[config.mk]
export PLATFORM = sky130hd
export DESIGN_NAME = z85_prefix_fetch
export DESIGN_NICKNAME = d
export VERILOG_FILES = /design/src/rtl/z85_prefix_fetch.sv
export SDC_FILE = /design/constraint.sdc
export NUM_CORES = 1
export LEC_CHECK = 0
export CORE_AREA = 3 3 104 106
export CTS_CLUSTER_DIAMETER = 200
export CTS_CLUSTER_SIZE = 10
export DETAILED_ROUTE_END_ITERATION = 10
export DIE_AREA = 0 0 107 109
export PLACE_DENSITY = 0.64
export SYNTH_ARGS = -nofsm -noshare
export SYNTH_HDL_FRONTEND = slang
export SYNTH_SLANG_ARGS = --single-unit
export TNS_END_PERCENT = 10
[constraint.sdc]
create_clock -name clk -period 2.9 [get_ports clk]
set_input_delay 0.87 -clock clk [delete_from_list [all_inputs] [get_ports clk]]
set_output_delay 0.87 -clock clk [all_outputs]
set_load 0.02 [all_outputs]
[src/rtl/z85_prefix_fetch.sv]
// Z85 instruction-assembly stage: folds DD/FD/ED/CB prefixes and the IX/IY
// displacement into one instruction word handed to the execute sequencer.
module z85_prefix_fetch #(
    parameter int PC_W     = 16,
    parameter int M1_CNT_W = 4
) (
    input  logic                clk,
    input  logic                rst,
    input  logic                flush,
    input  logic                byte_valid,
    output logic                byte_ready,
    input  logic [7:0]          byte_data,
    input  logic [PC_W-1:0]     byte_pc,
    output logic                instr_valid,
    input  logic                instr_ready,
    output logic [1:0]          instr_grp,
    output logic [1:0]          instr_idx,
    output logic [7:0]          instr_op,
    output logic [7:0]          instr_disp,
    output logic                instr_disp_valid,
    output logic [PC_W-1:0]     instr_pc,
    output logic [M1_CNT_W-1:0] instr_m1_cnt,
    output logic                m1_pulse,
    output logic                at_boundary
);

    typedef enum logic [2:0] {
        S_OP      = 3'd0,
        S_DISP    = 3'd1,
        S_ED      = 3'd2,
        S_CB      = 3'd3,
        S_DDCB_D  = 3'd4,
        S_DDCB_OP = 3'd5
    } state_e;

    localparam logic [1:0] GRP_BASE = 2'd0;
    localparam logic [1:0] GRP_CB   = 2'd1;
    localparam logic [1:0] GRP_ED   = 2'd2;
    localparam logic [1:0] GRP_DDCB = 2'd3;
    localparam logic [1:0] IDX_HL   = 2'd0;
    localparam logic [1:0] IDX_IX   = 2'd1;
    localparam logic [1:0] IDX_IY   = 2'd2;
    localparam logic [M1_CNT_W-1:0] CNT_MAX = '1;

    // Base opcodes that address (HL); under DD/FD they become (IX+d)/(IY+d).
    // HALT (76) is the one 01xxxxxx code with both fields = 110 and is excluded.
    function automatic logic base_uses_hl_indirect(input logic [7:0] op);
        logic res;
        res = 1'b0;
        if (op[7:6] == 2'b01)
            res = (op[2:0] == 3'b110) != (op[5:3] == 3'b110);
        else if (op[7:6] == 2'b10)
            res = (op[2:0] == 3'b110);
        else if (op == 8'h34 || op == 8'h35 || op == 8'h36)
            res = 1'b1;
        return res;
    endfunction

    state_e                r_state;
    logic [1:0]            r_idx;
    logic [M1_CNT_W-1:0]   r_cnt;
    logic [PC_W-1:0]       r_pc;
    logic [7:0]            r_op;
    logic [7:0]            r_disp;
    logic                  r_live;

    logic                  r_instr_valid;
    logic [1:0]            r_grp;
    logic [1:0]            r_iidx;
    logic [7:0]            r_iop;
    logic [7:0]            r_idisp;
    logic                  r_idv;
    logic [PC_W-1:0]       r_ipc;
    logic [M1_CNT_W-1:0]   r_icnt;

    state_e                w_state_next;
    logic [1:0]            w_idx_next;
    logic [M1_CNT_W-1:0]   w_cnt_next;
    logic [PC_W-1:0]       w_pc_next;
    logic [7:0]            w_op_next;
    logic [7:0]            w_disp_next;
    logic                  w_acc;
    logic                  w_m1;
    logic                  w_emit;
    logic [1:0]            w_e_grp;
    logic [1:0]            w_e_idx;
    logic [7:0]            w_e_op;
    logic [7:0]            w_e_disp;
    logic                  w_e_dv;
    logic [PC_W-1:0]       w_e_pc;
    logic [M1_CNT_W-1:0]   w_e_cnt;
    logic [M1_CNT_W-1:0]   w_cnt_inc;
    logic [PC_W-1:0]       w_pc_start;

    assign byte_ready = r_live & (~r_instr_valid | instr_ready);
    assign w_acc      = byte_valid & byte_ready & ~rst;
    assign w_cnt_inc  = (r_cnt == CNT_MAX) ? r_cnt : r_cnt + M1_CNT_W'(1);
    // A zero count in S_OP means no prefix yet: this byte starts the instruction.
    assign w_pc_start = (r_cnt == '0) ? byte_pc : r_pc;

    always_comb begin
        w_state_next = r_state;
        w_idx_next   = r_idx;
        w_cnt_next   = r_cnt;
        w_pc_next    = r_pc;
        w_op_next    = r_op;
        w_disp_next  = r_disp;
        w_m1         = 1'b0;
        w_emit       = 1'b0;
        w_e_grp      = GRP_BASE;
        w_e_idx      = r_idx;
        w_e_op       = byte_data;
        w_e_disp     = 8'h00;
        w_e_dv       = 1'b0;
        w_e_pc       = r_pc;
        w_e_cnt      = r_cnt;

        if (w_acc) begin
            unique case (r_state)
                S_OP: begin
                    w_m1       = 1'b1;
                    w_cnt_next = w_cnt_inc;
                    w_pc_next  = w_pc_start;
                    if (byte_data == 8'hDD) begin
                        w_idx_next = IDX_IX;
                    end else if (byte_data == 8'hFD) begin
                        w_idx_next = IDX_IY;
                    end else if (byte_data == 8'hED) begin
                        w_state_next = S_ED;
                    end else if (byte_data == 8'hCB) begin
                        w_state_next = (r_idx == IDX_HL) ? S_CB : S_DDCB_D;
                    end else if (r_idx != IDX_HL && base_uses_hl_indirect(byte_data)) begin
                        w_op_next    = byte_data;
                        w_state_next = S_DISP;
                    end else begin
                        w_emit  = 1'b1;
                        w_e_pc  = w_pc_start;
                        w_e_cnt = w_cnt_inc;
                    end
                end
                S_DISP: begin
                    w_emit   = 1'b1;
                    w_e_op   = r_op;
                    w_e_disp = byte_data;
                    w_e_dv   = 1'b1;
                end
                S_ED: begin
                    w_m1    = 1'b1;
                    w_emit  = 1'b1;
                    w_e_grp = GRP_ED;
                    w_e_idx = IDX_HL;
                    w_e_cnt = w_cnt_inc;
                end
                S_CB: begin
                    w_m1    = 1'b1;
                    w_emit  = 1'b1;
                    w_e_grp = GRP_CB;
                    w_e_idx = IDX_HL;
                    w_e_cnt = w_cnt_inc;
                end
                S_DDCB_D: begin
                    w_disp_next  = byte_data;
                    w_state_next = S_DDCB_OP;
                end
                S_DDCB_OP: begin
                    w_emit   = 1'b1;
                    w_e_grp  = GRP_DDCB;
                    w_e_disp = r_disp;
                    w_e_dv   = 1'b1;
                end
                default: w_state_next = S_OP;
            endcase
        end

        if (w_emit) begin
            w_state_next = S_OP;
            w_idx_next   = IDX_HL;
            w_cnt_next   = '0;
        end

        if (flush) begin
            w_state_next = S_OP;
            w_idx_next   = IDX_HL;
            w_cnt_next   = '0;
            w_emit       = 1'b0;
            w_m1         = 1'b0;
        end
    end

    always_ff @(posedge clk) begin
        if (rst) begin
            r_state <= S_OP;
            r_idx   <= IDX_HL;
            r_cnt   <= '0;
            r_pc    <= '0;
            r_op    <= 8'h00;
            r_disp  <= 8'h00;
            r_live  <= 1'b0;
        end else begin
            r_state <= w_state_next;
            r_idx   <= w_idx_next;
            r_cnt   <= w_cnt_next;
            r_pc    <= w_pc_next;
            r_op    <= w_op_next;
            r_disp  <= w_disp_next;
            r_live  <= 1'b1;
        end
    end

    // Output word only loads on emit, which byte_ready already gates against a held word.
    always_ff @(posedge clk) begin
        if (rst) begin
            r_instr_valid <= 1'b0;
            r_grp         <= GRP_BASE;
            r_iidx        <= IDX_HL;
            r_iop         <= 8'h00;
            r_idisp       <= 8'h00;
            r_idv         <= 1'b0;
            r_ipc         <= '0;
            r_icnt        <= '0;
        end else begin
            if (flush)
                r_instr_valid <= 1'b0;
            else if (w_emit)
                r_instr_valid <= 1'b1;
            else if (instr_ready)
                r_instr_valid <= 1'b0;
            if (w_emit) begin
                r_grp   <= w_e_grp;
                r_iidx  <= w_e_idx;
                r_iop   <= w_e_op;
                r_idisp <= w_e_disp;
                r_idv   <= w_e_dv;
                r_ipc   <= w_e_pc;
                r_icnt  <= w_e_cnt;
            end
        end
    end

    assign instr_valid      = r_instr_valid;
    assign instr_grp        = r_grp;
    assign instr_idx        = r_iidx;
    assign instr_op         = r_iop;
    assign instr_disp       = r_idisp;
    assign instr_disp_valid = r_idv;
    assign instr_pc         = r_ipc;
    assign instr_m1_cnt     = r_icnt;
    assign m1_pulse         = w_m1 & ~rst;
    assign at_boundary      = (r_state == S_OP) && (r_cnt == '0) && (r_idx == IDX_HL);

endmodule

# After elaboration in Yosys (flattened, before gate mapping)
# Index checks and enable logic that the tools add are counted.
[classes]
addsub = 1
multipliers = 0
n_div = 0
n_lt_le_gt_ge = 0
eq_ne = 21
shift = 0
mux = 58
bitwise_logic = 12
reduce_logical = 22
[op_table]
columns = ["cell", "n"]
rows = [
  ["$mux W16", 8],
  ["$eq A8 B8 Y1 const B", 4],
  ["$mux W4", 7],
  ["$eq A8 B6 Y1 const B", 3],
  ["$mux W1", 24],
  ["$mux W8", 3],
  ["$mux W3", 6],
  ["$pmux W8 S2", 1],
  ["$eq A3 B3 Y1 const B", 4],
  ["$mux W2", 5],
  ["$pmux W3 S3", 1],
  ["$pmux W4 S2", 1],
  ["$not A1 Y1", 7],
  ["$reduce_and A7 Y1", 1],
  ["$eq A3 B2 Y1 const B", 2],
  ["$pmux W2 S3", 1],
  ["$reduce_bool A2 Y1", 3],
  ["$reduce_or A2 Y1", 3],
  ["$reduce_or A3 Y1", 2],
  ["$reduce_and A5 Y1", 1],
  ["$add A4 B1 Y4 const B", 1],
  ["$and A1 B1 Y1", 4],
  ["$eq A4 B4 Y1 const B", 1],
  ["$logic_not A4 Y1", 1],
  ["15 further kinds", 20],
]
[word_totals]
register_bits = 84
latchBits = 0
ramBits = 0
mem_bits_ro = 0
output_inout_bits = 45
wordCells = 129
n_memories = 0

# Longest topological paths before layout
# Gate-level depths: netlist of the first run.
[depth]
ltp_word = 22
depth_mapped = 10
mapped_depth_nobuf = 7

# Least setup slack after synthesis of the first run
# No wires, ideal clock.
[synth_path]
path_type = "input to output"
from = "input instr_ready"
to = "output m1_pulse"
arrival_ns = 1.961
t_required_ns = 2.030
setup_slack_ns = 0.069
path_stages = 5
path_cell_list = "nand2b_1 -> nand4_1 -> clkbuf_1 -> or3_1 -> nor2_1"
[synth_via]
elab_chain_cells = 7
[synth_rtl]
columns = ["element", "line", "source"]
rows = [
  ["start, declared", "15", "input logic instr_ready,"],
  ["$or A1 B1 Y1", "95", "assign byte_ready = r_live & (~r_instr_valid | instr_ready);"],
  ["$and A1 B1 Y1", "95", ""],
  ["$and A1 B1 Y1 (2 in series)", "96", "assign w_acc = byte_valid & byte_ready & ~rst;"],
  ["$mux W1", "118", "if (w_acc) begin"],
  ["$mux W1", "181", "if (flush) begin"],
  ["$and A1 B1 Y1", "248", "assign m1_pulse = w_m1 & ~rst;"],
  ["end, declared", "23", "output logic m1_pulse,"],
]
# No other way between the ends.

# Worst setup path after layout of the first run
[layout_path]
from = "input byte_data[3]"
to = "register r_iidx[1], in the netlist instr_idx[1]"
[layout_via]
elab_chain_cells = 21
elab_cells_between_ends = 29
classes_between = "eq/ne: 9; mux: 17; reduce/logical: 3"
[layout_rtl]
columns = ["element", "line", "source"]
rows = [
  ["start, declared", "12", "input logic [7:0] byte_data,"],
  ["$eq A8 B6 Y1", "54", "else if (op == 8'h34 || op == 8'h35 || op == 8'h36)"],
  ["$logic_or A1 B1 Y1 (2 in series)", "54", ""],
  ["$mux W1", "54", ""],
  ["$mux W1", "52", "else if (op[7:6] == 2'b10)"],
  ["$mux W1", "50", "if (op[7:6] == 2'b01)"],
  ["$mux W1", "130", "end else if (byte_data == 8'hCB) begin"],
  ["$mux W1", "128", "end else if (byte_data == 8'hED) begin"],
  ["$mux W1", "126", "end else if (byte_data == 8'hFD) begin"],
  ["[4 not listed]", "n/a", ""],
  ["$mux W1", "132", "end else if (r_idx != IDX_HL && base_uses_hl_indirect(byte_data)) begin"],
  ["$mux W1", "130", ""],
  ["$mux W1", "128", ""],
  ["$mux W1", "126", ""],
  ["$mux W1 (*)", "124", "if (byte_data == 8'hDD) begin"],
  ["$pmux W1 S2 (*)", "119", "unique case (r_state)"],
  ["$mux W1 (*)", "118", ""],
  ["$mux W1 (*)", "181", ""],
  ["end signal, assigned", "230", "r_iidx <= w_e_idx;"],
  ["end, declared", "69", "logic [1:0] r_iidx;"],
]
# Every way passes the cells marked *; elsewhere a longest branch is shown, timed or not. The select of a mux whose other input is x is not followed.
# A chain may end at the register's enable or synchronous reset.

==> out/summary.txt, run 1 <==
Outcome: completed
Worst Hold Launch: instr_grp[0]
Initial Utilization: 0.401
Global-route wire length before repair: 17.4 mm
H-tree level count: 3
Number of synthesized flops with an enable pin: 0
# hold bufs at CTS: 0
Cts bufs inserted: 9
Clk sinks: 84
Synth Cell Area: 0.00396 mm²
Setup TNS: 0 ps
CTS tree: done
Share of layout cells above drive strength 1: 0.162
Async SR Flop Fraction: 0
Crit Path Max Fanout: 23
Vias per cell: 5.23
Critical Path Source Type: input pin
Synth cell count leaders: dfxtp_1 (84), nand2_1 (67), nor2_1 (52)
Post-DRT Antenna Nets: 0
Final Setup Violations: 0
Top-count cell post-synth: dfxtp_1
Area growth, synth to finish: 35.8%
Critical setup path kind: in2reg
# rows: 36
Root Buffer: clkbuf_8
Vias in the first global route: 3,606
Largest net degree at the start of global routing: 48
Fmax: 351 MHz
Wire per inst: 15.2 µm
VDD IR max: 0.000232 V
Ys flop type: dfxtp_1
Final period utilization: 0.982
CP max stage cell: clkdlybuf4s50_1
Worst setup EP type: register
Cells after synthesis: 472
Routability congestion estimate: 0.846
Slowest stage delay, CP: 410 ps
Horiz. Die Dim: 107 µm
Vias: 3,691
Worst slew margin: 0.583
Worst r2r src: r_state[2]
Final WL: 10.7 mm
CP top delay family: compound AO/OA/AOI/OAI gates
Syn Nets: 503
Count of different cell masters after synthesis: 47
Drt pass-1 iters: 4
Post-DP HPWL: 7.62 mm
Total power: 2290 µW
Core area: 0.00986 mm²
Diode count: 0
Pleak: 0.00198 µW
Syn_area_per_cell: 8.38 µm²
Initial DRC Count: 176
HP Class: reg2reg
Unrepaired setup endpoints after global routing: yes
Synth Warn #: 0
Power density cells: 427 mW/mm²
Dominant cell type by area after synthesis: dfxtp_1
Congestion Overflow GR: 0
Critical path data arrival time: 3120 ps
Final instance area: 0.00537 mm²
Clock Skew: 10.4 ps
Pins Over Slew Limit: 0
Die area: 0.0117 mm²
Worst path bufs/invs: 2
Maxcap violations: 0
Tightest Pin Transition: 625 ps
IO Pins: 74
Area occupied by registers: 0.00168 mm²
Clock Latency Late Sink: 350 ps
Worst Setup SP: byte_data[3]
Filler instances: 893
Final hold violations: 0
Port Buf Inserts: 73
Final worst path period need: 2850 ps
Chip Height: 109 µm
Clock transition at the registers of the reported paths: 80 ps
Top cells by area, synth: dfxtp_1 (43%), mux2i_1 (9.4%), nand2_1 (6.4%)
CP Cell Sequence: clkdlybuf4s50_1 -> nand3b_1 -> xor2_1 -> a311o_2 -> a211oi_4 -> o211a_4 -> buf_12 -> nand3b_1 -> a21oi_1
DRC: 0
CP Data Required Time: 3180 ps
Yosys top cell area share: 0.425
Initial antenna violation count: 0
Final Net Count: 599
CP most frequent cell: nand3b_1
Total track usage: 0.188
Bufs on Longest Clock Path: 2
Seq/Total Area, Yosys: 0.425
Placed cell areas: 0.00508 mm²
Multi-input gate area: 0.00215 mm²
Seq cells post-synth: 84
==> worst reg2reg max path: cells and delay by family, from the launching register on <==
family | cells | cell delay [ps]
AO/OA/AOI/OAI | 3 | 670
buffers and inverters | 2 | 380
flip-flops | 1 | 330
AND/OR/NAND/NOR | 2 | 610
==> worst paths after layout <==
kind / endpoint / cells after the start / slack, ps
max: instr_idx[1] / 9 / 50
min: instr_grp[0] / 2 / 450
max reg2reg: instr_idx[1] / 7 / 840
min reg2reg: instr_grp[0] / 2 / 450
==> kinds of logic (layout without fill, tap and decap cells) <==
group,after synthesis,count (layout),synth area share
flip-flops,84,84,0.425
AO/OA/AOI/OAI,125,125,0.216
AND/OR/NAND/NOR,176,176,0.198
adder cells (fa/ha/maj),2,2,0.00632
XOR/XNOR,4,4,0.00886
multiplexers,38,38,0.0965
buffers and inverters,43,144,0.0490
==> where the power goes <==
group          leakage [µW]  switching [µW]  total, µW  internal (µW)
sequential         0.000680            15.9       1190           1180
clock             0.0000862             426        828            402
combinational       0.00122             144        271            127
==> area by class of cell <==
cell class | instances | area share
clock buffers | 11 | 0.0245
clock inverters | 5 | 0.0114
flip-flops and latches | 84 | 0.313
well taps | 133 | 0.0310
inverters | 6 | 0.00419
multi-input cells | 345 | 0.399
repair buffers | 122 | 0.217
==> placed cells by master, fill, tap and decap left out, drive strengths merged, types with 4 or more instances in the layout <==
master / n
nand3b: 6
buf: 51
dfxtp: 84
a211oi: 19
o21ai: 36
a21oi: 39
nor3: 6
clkdlybuf4s50: 66
a32oi: 4
mux2i: 37
nor4: 4
nor2: 52
o211ai: 15
nand2: 67
clkbuf: 12
nand2b: 5
inv: 6
nand3: 20
==> registers in the layout, indices dropped and copies added (netlist names), 3 cells and up <==
signal / cells
instr_disp: 8
r_cnt: 4
r_disp: 8
r_op: 8
r_state: 3
instr_pc: 16
instr_op: 8
r_pc: 16
instr_m1_cnt: 4
==> stage by stage <==
stage | util | hold slack [ps] | worst slack [ps] | std cells
floorplan | - | 435 | 69.0 | 472
global placement | 0.515 | 442 | -707 | 688
detailed placement | 0.515 | 442 | -729 | 688
CTS | 0.538 | 461 | -34.0 | 705
global route | 0.545 | 472 | -37.9 | 706
finish | 0.545 | 454 | 53.2 | 706
==> what timing repair did <==
item	4_1_cts	5_1_grt
pin swaps	5	4
gates cloned	0	1
buffers inserted	1	0
gates resized for setup	14	11
setup endpoints to repair	41	26
==> layer usage <==
metal,part of all wire,GRT usage,up-vias,wire length (µm)
met2,0.49,0.319,65,5220
met3,0.032,0.0367,17,345
li1,-,-,1860,-
met1,0.46,0.240,1749,4970
met4,0.017,0.0603,0,184
met5,0,0,-,0
(Power assumes the default switching activity.)
==> run 2, diff against run 1 <==
--- a/config.mk
+++ b/config.mk
@@ -5,11 +5,11 @@
 export SDC_FILE = /design/constraint.sdc
 export NUM_CORES = 1
 export LEC_CHECK = 0
-export CORE_AREA = 3 3 104 106
+export CORE_AREA = 2 2 79 137
 export CTS_CLUSTER_DIAMETER = 200
 export CTS_CLUSTER_SIZE = 10
 export DETAILED_ROUTE_END_ITERATION = 10
-export DIE_AREA = 0 0 107 109
+export DIE_AREA = 0 0 81 139
 export PLACE_DENSITY = 0.64
 export SYNTH_ARGS = -nofsm -noshare
 export SYNTH_HDL_FRONTEND = slang
==> out/summary.txt, run 2 (synthesized netlist as in run 1, its figures left out) <==
Clock transition at the registers of the reported paths: 60 ps (was 80 ps)
Initial Utilization: 0.389 (was 0.401)
Global-route wire length before repair: 18.0 mm (was 17.4 mm)
Power density cells: 489 mW/mm² (was 427 mW/mm²)
Cts bufs inserted: 9 (unchanged)
Crit Path Max Fanout: 3 (was 23)
Final WS setup: 86.7 ps (was 53.2 ps)
Initial antenna violation count: 0 (unchanged)
Share of layout cells above drive strength 1: 0.186 (was 0.162)
Chip Height: 139 µm (was 109 µm)
Unrepaired setup endpoints after global routing: yes (unchanged)
Final Setup Violations: 0 (unchanged)
Final Net Count: 608 (was 599)
CP Data Required Time: 2030 ps (was 3180 ps)
Final worst path period need: 2810 ps (was 2850 ps)
Final period utilization: 0.970 (was 0.982)
VDD IR max: 0.000344 V (was 0.000232 V)
Clock Skew: 6.19 ps (was 10.4 ps)
Congestion Overflow GR: 0 (unchanged)
IO Pins: 74 (unchanged)
Total track usage: 0.205 (was 0.188)
Place WS: -804 ps (was -729 ps)
Root Buffer: clkbuf_16 (was clkbuf_8)
Worst r2r src: r_state[2] (unchanged)
Bufs on Longest Clock Path: 2 (unchanged)
Horiz. Die Dim: 81 µm (was 107 µm)
Critical Path Source Type: input pin (unchanged)
Clk sinks: 84 (unchanged)
Final Core Density: 0.554 (was 0.545)
Vias in the first global route: 3,780 (was 3,606)
Diode count: 0 (unchanged)
Wire per inst: 16.2 µm (was 15.2 µm)
Core area: 0.0102 mm² (was 0.00986 mm²)
Tightest Pin Transition: 614 ps (was 625 ps)
Largest net degree at the start of global routing: 48 (unchanged)
Initial DRC Count: 193 (was 176)
Pleak: 0.00212 µW (was 0.00198 µW)
CTS tree: done (unchanged)
Worst Hold Launch: instr_grp[0] (unchanged)
# rows: 49 (was 36)
Critical setup path kind: in2out (was in2reg)
Area growth, synth to finish: 42.5% (was 35.8%)
Die area: 0.0113 mm² (was 0.0117 mm²)
Final WL: 11.5 mm (was 10.7 mm)
Worst slew margin: 0.591 (was 0.583)
Pins Over Slew Limit: 0 (unchanged)
Commonest non-fill, non-tap cell in the layout: dfxtp_1 (unchanged)
Critical path data arrival time: 1940 ps (was 3120 ps)
Vias per cell: 5.36 (was 5.23)
Vias: 3,800 (was 3,691)
Clock Latency Late Sink: 350 ps (about the same)
Maxcap violations: 0 (unchanged)
Post-DRT Antenna Nets: 0 (unchanged)
Routability congestion estimate: 0.880 (was 0.846)
Port Buf Inserts: 73 (unchanged)
Outcome: completed (unchanged)
Post-DP HPWL: 8.01 mm (was 7.62 mm)
DRC: 0 (unchanged)
HP Class: reg2reg (unchanged)
Worst Setup SP: instr_ready (was byte_data[3])
Drt pass-1 iters: 4 (unchanged)
Final hold violations: 0 (unchanged)
Fmax: 355 MHz (was 351 MHz)
Worst setup EP type: output pin (was register)
Most used cells in the layout excluding fill and tap cells: dfxtp_1 (84), clkdlybuf4s50_1 (67), nand2_1 (66) (was dfxtp_1 (84), nand2_1 (67), clkdlybuf4s50_1 (66))
H-tree level count: 3 (unchanged)
==> run 2: power by group <==
part           switching, µW  total [µW]  internal [µW]  leakage [µW]
logic                    151         286            136       0.00127
registers               16.8        1200           1180      0.000680
clock network            488        1270            787      0.000164
total                    656        2760           2100       0.00212
==> run 2: per-layer routing <==
| metal | routed length [µm] | global-route usage | vias to the layer above | part of all wire |
|---|---|---|---|---|
| li1 | - | - | 1880 | - |
| met1 | 4380 | 0.226 | 1787 | 0.38 |
| met2 | 6210 | 0.356 | 107 | 0.54 |
| met3 | 604 | 0.0560 | 26 | 0.052 |
| met4 | 314 | 0.0919 | 0 | 0.027 |
| met5 | 0 | 0 | - | 0 |
==> run 2: path summary, 6_finish.rpt <==
path	to	slack, ps	cells past startpoint
worst max-delay path	m1_pulse	90	6
worst min-delay path	instr_grp[0]	460	2
worst max register to register	instr_idx[1]	890	7
worst min register to register	instr_grp[0]	460	2
==> run 2: worst max-delay path, cell delays in order <==
cell,delay [ps]
clkdlybuf4s15_1,170
nand2b_4,120
nand4_1,130
or3_4,380
nor2_4,130
buf_6,130
==> run 2: cell type report <==
type                            count  area, µm²
Clock buffer                       10        239
Clock inverter                      6       95.1
Fill cell                         981       4540
Inverter                            6       22.5
Multi-Input combinational cell    345       2170
Sequential cell                    84       1680
Tap cell                          127        159
Timing Repair Buffer              131       1270
==> run 2: timing repair <==
item,in CTS,in global routing
pin swaps,7,5
hold buffers,0,0
resized for setup,23,10
setup buffers,2,1
endpoints found under the setup margin,41,52
gates cloned,0,3
==> run 2: metrics by stage <==
| stage | setup TNS [ps] | std cells | hold slack [ps] | power [µW] | area [µm²] |
|---|---|---|---|---|---|
| 6_report | 0 | 709 | 456 | 2760 | 5640 |
| 5_1_grt | -30.0 | 709 | 479 | 2840 | 5640 |
| 4_1_cts | -0.528 | 705 | 456 | 2760 | 5520 |
| 3_5_place_dp | -20490 | 687 | 450 | 1490 | 5100 |
| 3_3_place_gp | -17890 | 687 | 445 | 1480 | 5100 |
| 2_1_floorplan | 0 | 472 | 435 | 1350 | 3960 |
==> run 3, diff against run 2 <==
--- a/config.mk
+++ b/config.mk
@@ -10,7 +10,6 @@
 export CTS_CLUSTER_SIZE = 10
 export DETAILED_ROUTE_END_ITERATION = 10
 export DIE_AREA = 0 0 81 139
-export PLACE_DENSITY = 0.64
 export SYNTH_ARGS = -nofsm -noshare
 export SYNTH_HDL_FRONTEND = slang
 export SYNTH_SLANG_ARGS = --single-unit
==> out/summary.txt, run 3 (synthesized netlist as in run 1, its figures left out) <==
# rows: 49 (unchanged)
Crit path to: m1_pulse (unchanged)
CP top delay family: simple AND/OR/NAND/NOR gates (unchanged)
Share of layout cells above drive strength 1: 0.190 (was 0.186)
Critical Path Source Type: input pin (unchanged)
Final WL: 11.4 mm (was 11.5 mm)
Reg2reg end: instr_m1_cnt[1] (was instr_idx[1])
H-tree level count: 3 (unchanged)
Area occupied by registers: 0.00168 mm² (unchanged)
# hold bufs at CTS: 0 (unchanged)
Smallest hold slack: 457 ps (was 456 ps)
Post-DRT Antenna Nets: 0 (unchanged)
Outcome: completed (unchanged)
Final period utilization: 0.964 (was 0.970)
R2r setup slk: 850 ps (was 890 ps)
Tightest Pin Transition: 617 ps (was 614 ps)
Root Buffer: clkbuf_16 (unchanged)
Worst path bufs/invs: 2 (unchanged)
HP Class: reg2reg (unchanged)
Post-DP HPWL: 7.91 mm (was 8.01 mm)
Crit Path Max Fanout: 4 (was 3)
CP Data Required Time: 2030 ps (about the same)
Global-route wire length before repair: 18.4 mm (was 18.0 mm)
Clock Latency Late Sink: 350 ps (about the same)
CTS tree: done (unchanged)
IO Pins: 74 (unchanged)
Worst Reg-to-Reg Cells: 6 (was 7)
Placed cell areas: 0.00511 mm² (was 0.00510 mm²)
Congestion Overflow GR: 0 (unchanged)
Unrepaired setup endpoints after global routing: no (was yes)
Slowest stage delay, CP: 430 ps (was 380 ps)
Wire per inst: 16.0 µm (was 16.2 µm)
Final worst path period need: 2790 ps (was 2810 ps)
Final Net Count: 609 (was 608)
Total track usage: 0.212 (was 0.205)
Final Setup Violations: 0 (unchanged)
Vias: 3,812 (was 3,800)
Clk sinks: 84 (unchanged)
CP Cell Sequence: dlymetal6s2s_1 -> nand2b_4 -> nand4_1 -> or3_4 -> nor2_4 -> buf_6 (was clkdlybuf4s15_1 -> nand2b_4 -> nand4_1 -> or3_4 -> nor2_4 -> buf_6)
Vias per cell: 5.37 (was 5.36)
Commonest non-fill, non-tap cell in the layout: dfxtp_1 (unchanged)
Drt pass-1 iters: 4 (unchanged)
Initial Utilization: 0.389 (unchanged)
Vias in the first global route: 3,850 (was 3,780)
Pins Over Slew Limit: 0 (unchanged)
Fmax: 358 MHz (was 355 MHz)
Area growth, synth to finish: 42.9% (was 42.5%)
CP max stage cell: or3_4 (unchanged)
DRC: 0 (unchanged)
Clock Skew: 8.13 ps (was 6.19 ps)
Initial antenna violation count: 0 (unchanged)
Most used cells in the layout excluding fill and tap cells: dfxtp_1 (84), nand2_1 (66), clkdlybuf4s50_1 (59) (was dfxtp_1 (84), clkdlybuf4s50_1 (67), nand2_1 (66))
Worst slew margin: 0.589 (was 0.591)
VDD IR max: 0.000359 V (was 0.000344 V)
Maxcap violations: 0 (unchanged)
Cts bufs inserted: 9 (unchanged)
Largest net degree at the start of global routing: 48 (unchanged)
CP Depth: 6 (unchanged)
Filler instances: 966 (was 981)
Diode count: 0 (unchanged)
Final hold violations: 0 (unchanged)
Worst r2r src: r_cnt[0] (was r_state[2])
Worst Setup SP: instr_ready (unchanged)
Chip Height: 139 µm (unchanged)
Initial DRC Count: 176 (was 193)
Horiz. Die Dim: 81 µm (unchanged)
Routability congestion estimate: 0.900 (was 0.880)
Die area: 0.0113 mm² (unchanged)
Critical setup path kind: in2out (unchanged)
Critical path data arrival time: 1920 ps (was 1940 ps)
Final instance area: 0.00565 mm² (was 0.00564 mm²)
Clock transition at the registers of the reported paths: 60 ps (about the same)
Worst setup EP type: output pin (unchanged)
Pleak: 0.00220 µW (was 0.00212 µW)
Multi-input gate area: 0.00218 mm² (was 0.00217 mm²)
Power density cells: 512 mW/mm² (was 489 mW/mm²)
Core area: 0.0102 mm² (unchanged)
Port Buf Inserts: 73 (unchanged)
Bufs on Longest Clock Path: 2 (unchanged)
run 3: how the worst min path moves through the flow:
stage / startpoint / end / slack (ps) / cells past startpoint
3_3_place_gp: instr_grp[0] / instr_grp[0] / 440 / 2
6_report: instr_pc[9] / instr_pc[9] / 460 / 2
5_1_grt: instr_pc[8] / instr_pc[8] / 480 / 2
2_1_floorplan: r_pc[11] / r_pc[11] / 440 / 2
3_5_place_dp: instr_grp[0] / instr_grp[0] / 450 / 2
4_1_cts: instr_grp[0] / instr_grp[0] / 460 / 2
run 3: metal layers:
metal,track usage,part of all wire,vias up
met5,0,0,-
li1,-,-,1883
met3,0.0384,0.045,22
met1,0.229,0.39,1795
met2,0.385,0.54,112
met4,0.0963,0.024,0
run 3: worst register-to-register path, cell delays in order, from the launching register on:
cell and delay [ps]:
dfxtp_1 440, ha_1 250, nand3_1 210, a21oi_1 330
mux2i_1 120, a2111oi_1 460, o21ai_1 120
run 3: repair_timing:
| action | in CTS | in global routing |
|---|---|---|
| gates resized for setup | 18 | 21 |
| setup endpoints to repair | 43 | 52 |
| hold endpoints to repair | 0 | 0 |
| pin swaps | 5 | 9 |
| buffers inserted | 2 | 5 |
run 3: report_power, final:
group	switching [µW]	leakage (µW)	internal, µW
clock	483	0.000181	936
sequential	16.8	0.000680	1180
combinational	150	0.00134	131
total	650	0.00220	2250
run 3: area by class of cell:
type,instances,share of cell area
Timing Repair Buffer,132,0.220
Clock inverter,7,0.0259
Clock buffer,9,0.0398
Multi-Input combinational cell,345,0.385
Sequential cell,84,0.297
Tap cell,127,0.0281
Inverter,6,0.00398
run 3: per-stage QoR:
stage                util  setup WS (ps)  TNS (ps)  power (µW)  cells
floorplan               -           69.0         0        1350    472
CTS                 0.545           -172      -172        2910    705
finish              0.555            105         0        2900    710
global placement    0.502           -761    -18090        1490    687
detailed placement  0.502           -744    -20230        1490    687
global route        0.555           34.4         0        2990    710
